<file path="config.mk">
export PLATFORM = sky130hd
export DESIGN_NAME = jt12_timers_flat
export DESIGN_NICKNAME = d
export VERILOG_FILES = /design/src/rtl/jt12_timers_if.sv /design/src/rtl/jt12_timers.sv /design/src/flat_wrapper.sv
export SDC_FILE = /design/constraint.sdc
export NUM_CORES = 1
export LEC_CHECK = 0
export BUFFER_PORTS_ARGS = -buffer_cell sky130_fd_sc_hd__buf_2
export CAP_MARGIN = 30
export CORE_AREA = 4 4 91 93
export CTS_CLUSTER_DIAMETER = 40
export DETAILED_ROUTE_END_ITERATION = 8
export DIE_AREA = 0 0 95 97
export GPL_TIMING_DRIVEN = 0
export PLACE_DENSITY = 0.46
export SYNTH_ARGS = -nofsm -noshare
export SYNTH_HDL_FRONTEND = slang
export SYNTH_SLANG_ARGS = --single-unit
</file>
<file path="constraint.sdc">
create_clock -name clk -period 2.1 [get_ports clk]
set_input_delay 0.315 -clock clk [delete_from_list [all_inputs] [get_ports clk]]
set_output_delay 0.315 -clock clk [all_outputs]
set_load 0.02 [all_outputs]
</file>
<file path="src/rtl/jt12_timers_if.sv">
// Host-side bundle for the JT12 timer block: reload values, run/IRQ enables,
// flag clears, and the flag/IRQ/sync outputs back to the register interface.
interface jt12_timers_if;
    logic [9:0] value_A;
    logic [7:0] value_B;
    logic       load_A;
    logic       load_B;
    logic       en_irq_A;
    logic       en_irq_B;
    logic       clr_flag_A;
    logic       clr_flag_B;
    logic       zero;
    logic       flag_A;
    logic       flag_B;
    logic       overflow_A;
    logic       irq_n;

    modport master (
        output value_A, value_B, load_A, load_B, en_irq_A, en_irq_B,
               clr_flag_A, clr_flag_B,
        input  zero, flag_A, flag_B, overflow_A, irq_n
    );

    modport slave (
        input  value_A, value_B, load_A, load_B, en_irq_A, en_irq_B,
               clr_flag_A, clr_flag_B,
        output zero, flag_A, flag_B, overflow_A, irq_n
    );
endinterface

</file>
<file path="src/rtl/jt12_timers.sv">
// YM2612 Timer A (10 bit) / Timer B (8 bit) with flags, IRQ and slot-sweep pulse.
// Define JT12_CSM_EN to drive overflow_A (CSM key-on trigger); otherwise it is tied low.
module jt12_timers #(
    parameter int SLOTS = 24,
    parameter int B_DIV = 16
) (
    input  logic              clk,
    input  logic              rst,
    jt12_timers_if.slave      bus
);
    localparam logic [4:0] SLOT_LAST = 5'(SLOTS - 1);
    localparam logic [3:0] PRE_LAST  = 4'(B_DIV - 1);

    logic [4:0] slot_q, slot_d;
    logic [3:0] presc_q, presc_d;
    logic [9:0] cnt_A_q, cnt_A_d;
    logic [7:0] cnt_B_q, cnt_B_d;
    logic       load_A_q, load_B_q;
    logic       flag_A_q, flag_A_d;
    logic       flag_B_q, flag_B_d;
    logic       irq_n_q;
    logic       tick_A, tick_B;
    logic       ov_A, ov_B;

    // zero is decoded straight from the slot counter so the tick lands on the wrap edge
    assign tick_A = (slot_q == SLOT_LAST);
    assign tick_B = tick_A && (presc_q == PRE_LAST);

    always_comb begin
        slot_d  = (slot_q == SLOT_LAST) ? 5'd0 : slot_q + 5'd1;
        presc_d = presc_q;
        if (tick_A) begin
            presc_d = (presc_q == PRE_LAST) ? 4'd0 : presc_q + 4'd1;
        end

        ov_A    = 1'b0;
        cnt_A_d = cnt_A_q;
        if (bus.load_A && !load_A_q) begin
            cnt_A_d = bus.value_A;
        end else if (bus.load_A && tick_A) begin
            if (&cnt_A_q) begin
                cnt_A_d = bus.value_A;
                ov_A    = 1'b1;
            end else begin
                cnt_A_d = cnt_A_q + 10'd1;
            end
        end

        ov_B    = 1'b0;
        cnt_B_d = cnt_B_q;
        if (bus.load_B && !load_B_q) begin
            cnt_B_d = bus.value_B;
        end else if (bus.load_B && tick_B) begin
            if (&cnt_B_q) begin
                cnt_B_d = bus.value_B;
                ov_B    = 1'b1;
            end else begin
                cnt_B_d = cnt_B_q + 8'd1;
            end
        end

        // a set in the same cycle as a clear wins
        flag_A_d = (ov_A && bus.en_irq_A) ? 1'b1 :
                   (bus.clr_flag_A ? 1'b0 : flag_A_q);
        flag_B_d = (ov_B && bus.en_irq_B) ? 1'b1 :
                   (bus.clr_flag_B ? 1'b0 : flag_B_q);
    end

    always_ff @(posedge clk) begin
        if (rst) begin
            slot_q   <= 5'd0;
            presc_q  <= 4'd0;
            cnt_A_q  <= 10'd0;
            cnt_B_q  <= 8'd0;
            load_A_q <= 1'b0;
            load_B_q <= 1'b0;
            flag_A_q <= 1'b0;
            flag_B_q <= 1'b0;
            irq_n_q  <= 1'b1;
        end else begin
            slot_q   <= slot_d;
            presc_q  <= presc_d;
            cnt_A_q  <= cnt_A_d;
            cnt_B_q  <= cnt_B_d;
            load_A_q <= bus.load_A;
            load_B_q <= bus.load_B;
            flag_A_q <= flag_A_d;
            flag_B_q <= flag_B_d;
            irq_n_q  <= ~(flag_A_q | flag_B_q);
        end
    end

`ifdef JT12_CSM_EN
    logic ov_A_q;

    always_ff @(posedge clk) begin
        if (rst) begin
            ov_A_q <= 1'b0;
        end else begin
            ov_A_q <= ov_A;
        end
    end

    assign bus.overflow_A = ov_A_q;
`else
    assign bus.overflow_A = 1'b0;
`endif

    assign bus.zero   = tick_A;
    assign bus.flag_A = flag_A_q;
    assign bus.flag_B = flag_B_q;
    assign bus.irq_n  = irq_n_q;
endmodule

</file>
<file path="src/flat_wrapper.sv">
// flat-port wrapper written by rule: the top's interface ports become plain ports
module jt12_timers_flat 
#(
    parameter int SLOTS = 24,
    parameter int B_DIV = 16
)
  (clk, rst, bus_value_A, bus_value_B, bus_load_A, bus_load_B, bus_en_irq_A, bus_en_irq_B, bus_clr_flag_A, bus_clr_flag_B, bus_zero, bus_flag_A, bus_flag_B, bus_overflow_A, bus_irq_n);
  jt12_timers_if bus_i ();
  input  logic clk;
  input  logic rst;
  input wire logic [$bits(bus_i.value_A)-1:0] bus_value_A;
  input wire logic [$bits(bus_i.value_B)-1:0] bus_value_B;
  input wire logic [$bits(bus_i.load_A)-1:0] bus_load_A;
  input wire logic [$bits(bus_i.load_B)-1:0] bus_load_B;
  input wire logic [$bits(bus_i.en_irq_A)-1:0] bus_en_irq_A;
  input wire logic [$bits(bus_i.en_irq_B)-1:0] bus_en_irq_B;
  input wire logic [$bits(bus_i.clr_flag_A)-1:0] bus_clr_flag_A;
  input wire logic [$bits(bus_i.clr_flag_B)-1:0] bus_clr_flag_B;
  output wire logic [$bits(bus_i.zero)-1:0] bus_zero;
  output wire logic [$bits(bus_i.flag_A)-1:0] bus_flag_A;
  output wire logic [$bits(bus_i.flag_B)-1:0] bus_flag_B;
  output wire logic [$bits(bus_i.overflow_A)-1:0] bus_overflow_A;
  output wire logic [$bits(bus_i.irq_n)-1:0] bus_irq_n;
  assign bus_i.value_A = bus_value_A;
  assign bus_i.value_B = bus_value_B;
  assign bus_i.load_A = bus_load_A;
  assign bus_i.load_B = bus_load_B;
  assign bus_i.en_irq_A = bus_en_irq_A;
  assign bus_i.en_irq_B = bus_en_irq_B;
  assign bus_i.clr_flag_A = bus_clr_flag_A;
  assign bus_i.clr_flag_B = bus_clr_flag_B;
  assign bus_zero = bus_i.zero;
  assign bus_flag_A = bus_i.flag_A;
  assign bus_flag_B = bus_i.flag_B;
  assign bus_overflow_A = bus_i.overflow_A;
  assign bus_irq_n = bus_i.irq_n;
  jt12_timers #(.SLOTS(SLOTS), .B_DIV(B_DIV)) u_core (.clk(clk), .rst(rst), .bus(bus_i));
endmodule
</file>
==> Yosys cells after proc, flatten, opt, wreduce, memory -nomap -nowiden <==
Index checks and enable logic that the tools add are counted.
{ "word_totals": {"ff_bits": 32, "output_inout_bits": 5, "wordCells": 50, "in_bits": 26} }
{ "op_classes": {"n_reduce_logical": 16, "addsub": 4, "bitwise_logic": 2, "n_mux": 17, "n_eq_ne": 2} }
{ "ops": {"columns": ["op", "n"], "rows": [
  ["$mux W10", 3],
  ["$mux W8", 3],
  ["$add A10 B1 Y10 const B", 1],
  ["$mux W1", 10],
  ["$reduce_and A10 Y1", 1],
  ["$add A8 B1 Y8 const B", 1],
  ["$reduce_and A8 Y1", 1],
  ["$reduce_bool A2 Y1", 4],
  ["$logic_and A1 B1 Y1", 7],
  ["$add A5 B1 Y5 const B", 1],
  ["$eq A5 B5 Y1 const B", 1],
  ["$add A4 B1 Y4 const B", 1],
  ["$eq A4 B4 Y1 const B", 1],
  ["$mux W4", 1],
  ["$logic_not A1 Y1", 2],
  ["$reduce_or A2 Y1", 1],
  ["$not A1 Y1", 1],
  ["$or A1 B1 Y1", 1]
]} }

==> Depth between registers and ports, before layout <==
{ "logic_depth": {"word_depth": 7, "mapped_depth": 7, "depth_no_buf": 6} }

==> Worst setup path after synthesis <==
No wires, ideal clock.
{ "synth_path": {"kind": "flip-flop to flip-flop", "start": "register u_core.cnt_A_q[0]", "end": "register u_core.cnt_A_q[1]", "t_required_ps": 1969, "path_buffers": 1, "t_arrival_ps": 1530, "path_slack_ps": 439, "period_less_slack_ps": 1661, "stages_incl_launch_ff": 7, "setup_time_ps": 131, "path_cell_list": "dfxtp_1 > ha_1 > nand3_1 > o31ai_2 > buf_2 > mux2i_1 > a21oi_1"} }
{ "synth_between": {"elab_chain_len": 4, "word_cells_on_any_way": 5, "classes_between": "add/sub: 1; mux: 3; reduce/logical: 1"} }
{ "synth_lines": {"columns": ["item", "line", "source"], "rows": [
  ["start, declared", "jt12_timers.sv:16", "logic [9:0] cnt_A_q, cnt_A_d;"],
  ["start signal, assigned", "jt12_timers.sv:83", "cnt_A_q <= cnt_A_d;"],
  ["$add A10 B1 Y10 or $reduce_and A10 Y1 (tied branches)", "jt12_timers.sv:45, jt12_timers.sv:41", null],
  ["$mux W10 *", "jt12_timers.sv:41", "if (&cnt_A_q) begin"],
  ["$mux W10 *", "jt12_timers.sv:40", "end else if (bus.load_A && tick_A) begin"],
  ["$mux W10 *", "jt12_timers.sv:38", "if (bus.load_A && !load_A_q) begin"]
]} }
Every way passes the cells marked *; elsewhere a longest branch is shown, timed or not. The select of a mux whose other input is x is not followed.
A chain may end at the register's enable or synchronous reset.

==> Final worst setup path <==
Ends and elaborated chain as after synthesis.

==> impl_results.md <==
* Count of different cell masters after synthesis at 53
* Clock buffer depth at 2
* Synth top area share at 35.3%
* NumNets Final at 289
* Peak supply drop at about 0.00026 V
* Slew @ Worst Pin at 634 ps
* Final Hold Vio Count at 0
* Critical Path Start Type: flop
* Top-count cell post-synth: dfxtp_1
* Antenna violations before repair at 0
* Outcome: finished, final reports clean
* Yosys warning count at 0
* Syn_nets at 252
* # diodes at 0
* CP Capture Type: flop
* PwrDens at 645 nW/um^2
* Slowest cell on the critical path: dfxtp_1
* Vias per cell at 5.06
* Later-pin clock latency in the skew report at 280 ps
* Fin. max-slew vios at 0
* Worst-path maximum fanout at 10
* GPL Wtd Cong at 0.845
* CP arrival at 2070 ps
* WP data required at 2250 ps
* Relative slew slack at between 50 and 60%
* Number of enable flip-flop cells after synthesis at 0
* Clk root buf: clkbuf_8
* Final worst path period share at about nine tenths
* Area contributors post-synth: dfxtp_1 (35%), nand2_1 (4.1%), nand3_1 (4.1%)
* Total die area at roughly 9200 um^2
* Leakage power at ~0.84 nW
* # Max-Cap Violations at 0
* DR iter-0 viols at 100
* P&R area growth vs syn at 22.1%
* Drt total wl at between 5000 and 6000 um
* DR vias at 1830
* Die W at 95 um
* First-pass GRT wire length at 8510 um
* Crit path kind: reg2reg
* RSZ-0062 raised after global routing: no
* Clk sinks at 32
* Largest net degree at the start of global routing at 11
* Post-Syn Area per Cell at 8.18 um^2
* Post-Syn Instances at 222
* Worst Skew at 5.08 ps
* TritonCTS buffer count at 5
* Hold_buf cts at 0
* DP HPWL at 3780 um
* Total GRT Usage at around 12%
* Seq/Total Area, Yosys at 35.3%
* Worst path buffer plus inverter count at 1
* # rows at 32
* Initial core utilization at approximately a quarter
* Crit-path cells: ha_1 -> nand3_1 -> o31ai_4 -> clkbuf_4 -> mux2i_1 -> a21oi_1
* Min-Delay Path Class: in2reg
* Most frequent cells after synthesis: dfxtp_1 (32), nand2_1 (20), nand3_1 (15), a21oi_1 (13), nor2_1 (13)
* Worst-path clk slew at 70 ps
* Cell area after synthesis at 1820 um^2
* IO Port Bufs at 28
* CTS H-Tree Depth at 2
* Congestion Overflow GR at 0
* # IOs at 31
* Fraction of registers with async set/reset at 0%
* Main synth FF type: dfxtp_1
* Routed WL per cell at 14.2 um
* Core Region at 7530 um^2
* Residual DRC at 0
* Cell taking the most area after synthesis: dfxtp_1
* DRT Pass-1 Iters at 4
* Endpoints failing setup at 0
* Sum Neg Setup Slack at 0 ps
* Synth Register Bits at 32
* Worst hold margin at 279 ps
* Slowest stage delay, CP at between 300 and 400 ps
* Fmax achieved at 523 MHz
* Top delay family on crit path: flip-flops
* Share of cells above drive strength 1 at 18.8%
* Post-layout min period at 1910 ps
* Vias in the first global route at 1820
* Routed Antenna Nets at 0
* CTS tree: done
* Die Ht at ~97 um
* # fillers at 860
## timing repair
item,4_1_cts,5_1_grt
setup endpoints to repair,0,8
buffers inserted,0,2
gates resized for setup,0,2
## metal layers
metal  vias up  share of wire [%]  GRT usage [%]
met5         -                  0              0
met4         0                2.3           4.55
met3        12                6.5           2.95
met2        61                 42           17.1
met1       838                 49           15.8
li1        919                  -              -
## worst register-to-register path: cells and delay by family, from the launching register on
kind | cells | cell delay, ps
flops | 1 | 390
compound gates | 2 | 380
fa+ha+maj | 1 | 280
buf+inv | 1 | 270
simple gates | 1 | 260
mux | 1 | 200
## power breakdown
part | internal, mW | switching, mW
sequential | 0.634 | 0.0332
clock | 0.352 | 0.243
combinational | 0.0721 | 0.0954
## stage by stage
| step | setup WS, ps | utilization (%) | std cells | cell area (um^2) | total power [mW] |
|---|---|---|---|---|---|
| after CTS | 28.1 | 29.1 | 360 | 2190 | 1.44 |
| after global routing | 16.8 | 29.5 | 362 | 2220 | 1.51 |
| after floorplan | 439 | - | 222 | 1820 | 0.777 |
| final | 186 | 29.5 | 362 | 2220 | 1.43 |
| after global placement | 48.5 | 27.7 | 352 | 2080 | 0.841 |
| after detailed placement | 63.5 | 27.7 | 352 | 2080 | 0.842 |
## area by class of cell
cell class                 count  area [um^2]  share of cell area (%)
sequential                    32          641                    28.9
buffer                         9         50.0                    2.26
tap                          102          128                    5.75
clock buffer                   6         72.6                    3.27
clock inverter                 2         35.0                    1.58
timing repair buffer          30          155                    6.99
multi-input combinational    172         1100                    49.7
inverter                       9         35.0                    1.58
## flip-flops by register name, indices dropped and copies added, names as in the netlist
name               count
u_core.bus.irq_n       1
u_core.cnt_A_q        10
u_core.slot_q          5
u_core.bus.flag_B      1
u_core.presc_q         4
u_core.load_A_q        1
u_core.load_B_q        1
u_core.bus.flag_A      1
u_core.cnt_B_q         8
## placed cells by master, fill, tap and decap left out, drive strengths merged, types with 3 or more instances in the layout
| cell type | synthesis | final |
|---|---|---|
| nand2b | 3 | 3 |
| clkinv | 2 | 3 |
| a211oi | 3 | 3 |
| buf | 5 | 34 |
| nand3 | 15 | 15 |
| nor4 | 6 | 6 |
| nor3 | 6 | 6 |
| a32o | 6 | 6 |
| and3 | 5 | 5 |
| dfxtp | 32 | 32 |
| nor2 | 13 | 13 |
| a21o | 3 | 3 |
| a21oi | 14 | 14 |
| clkbuf | 4 | 11 |
| nor2b | 4 | 4 |
| ha | 4 | 4 |
| or4 | 3 | 3 |
| o31ai | 4 | 4 |
| a31oi | 6 | 6 |
| nand4 | 11 | 11 |
| nand2 | 20 | 20 |
| o21ai | 13 | 13 |
| inv | 7 | 7 |
## cells by family (layout without fill, tap and decap cells)
group | count (synthesis) | count (layout) | synth area share (%)
other | 1 | 1 | 0.206
multiplexers | 2 | 2 | 1.10
AO/OA/AOI/OAI | 64 | 64 | 24.9
adder cells (fa/ha/maj) | 4 | 4 | 2.75
flip-flops | 32 | 32 | 35.3
AND/OR/NAND/NOR | 98 | 98 | 29.8
XOR/XNOR | 3 | 3 | 1.45
buffers and inverters | 18 | 56 | 4.54
## final timing paths
check | startpoint | cells past startpoint | endpoint | slack, ps
max reg2reg | u_core.cnt_A_q[0]$_SDFFE_PP0P_ | 6 | u_core.cnt_A_q[1]$_SDFFE_PP0P_ | 190
min reg2reg | u_core.bus.flag_A$_SDFFE_PP0P_ | 1 | u_core.bus.irq_n$_SDFF_PP1_ | 470
min | bus_value_B[1] | 3 | u_core.cnt_B_q[1]$_SDFFE_PP0P_ | 280
max | u_core.cnt_A_q[0]$_SDFFE_PP0P_ | 6 | u_core.cnt_A_q[1]$_SDFFE_PP0P_ | 190
No activity file was read; power rests on OpenSTA's default activity.
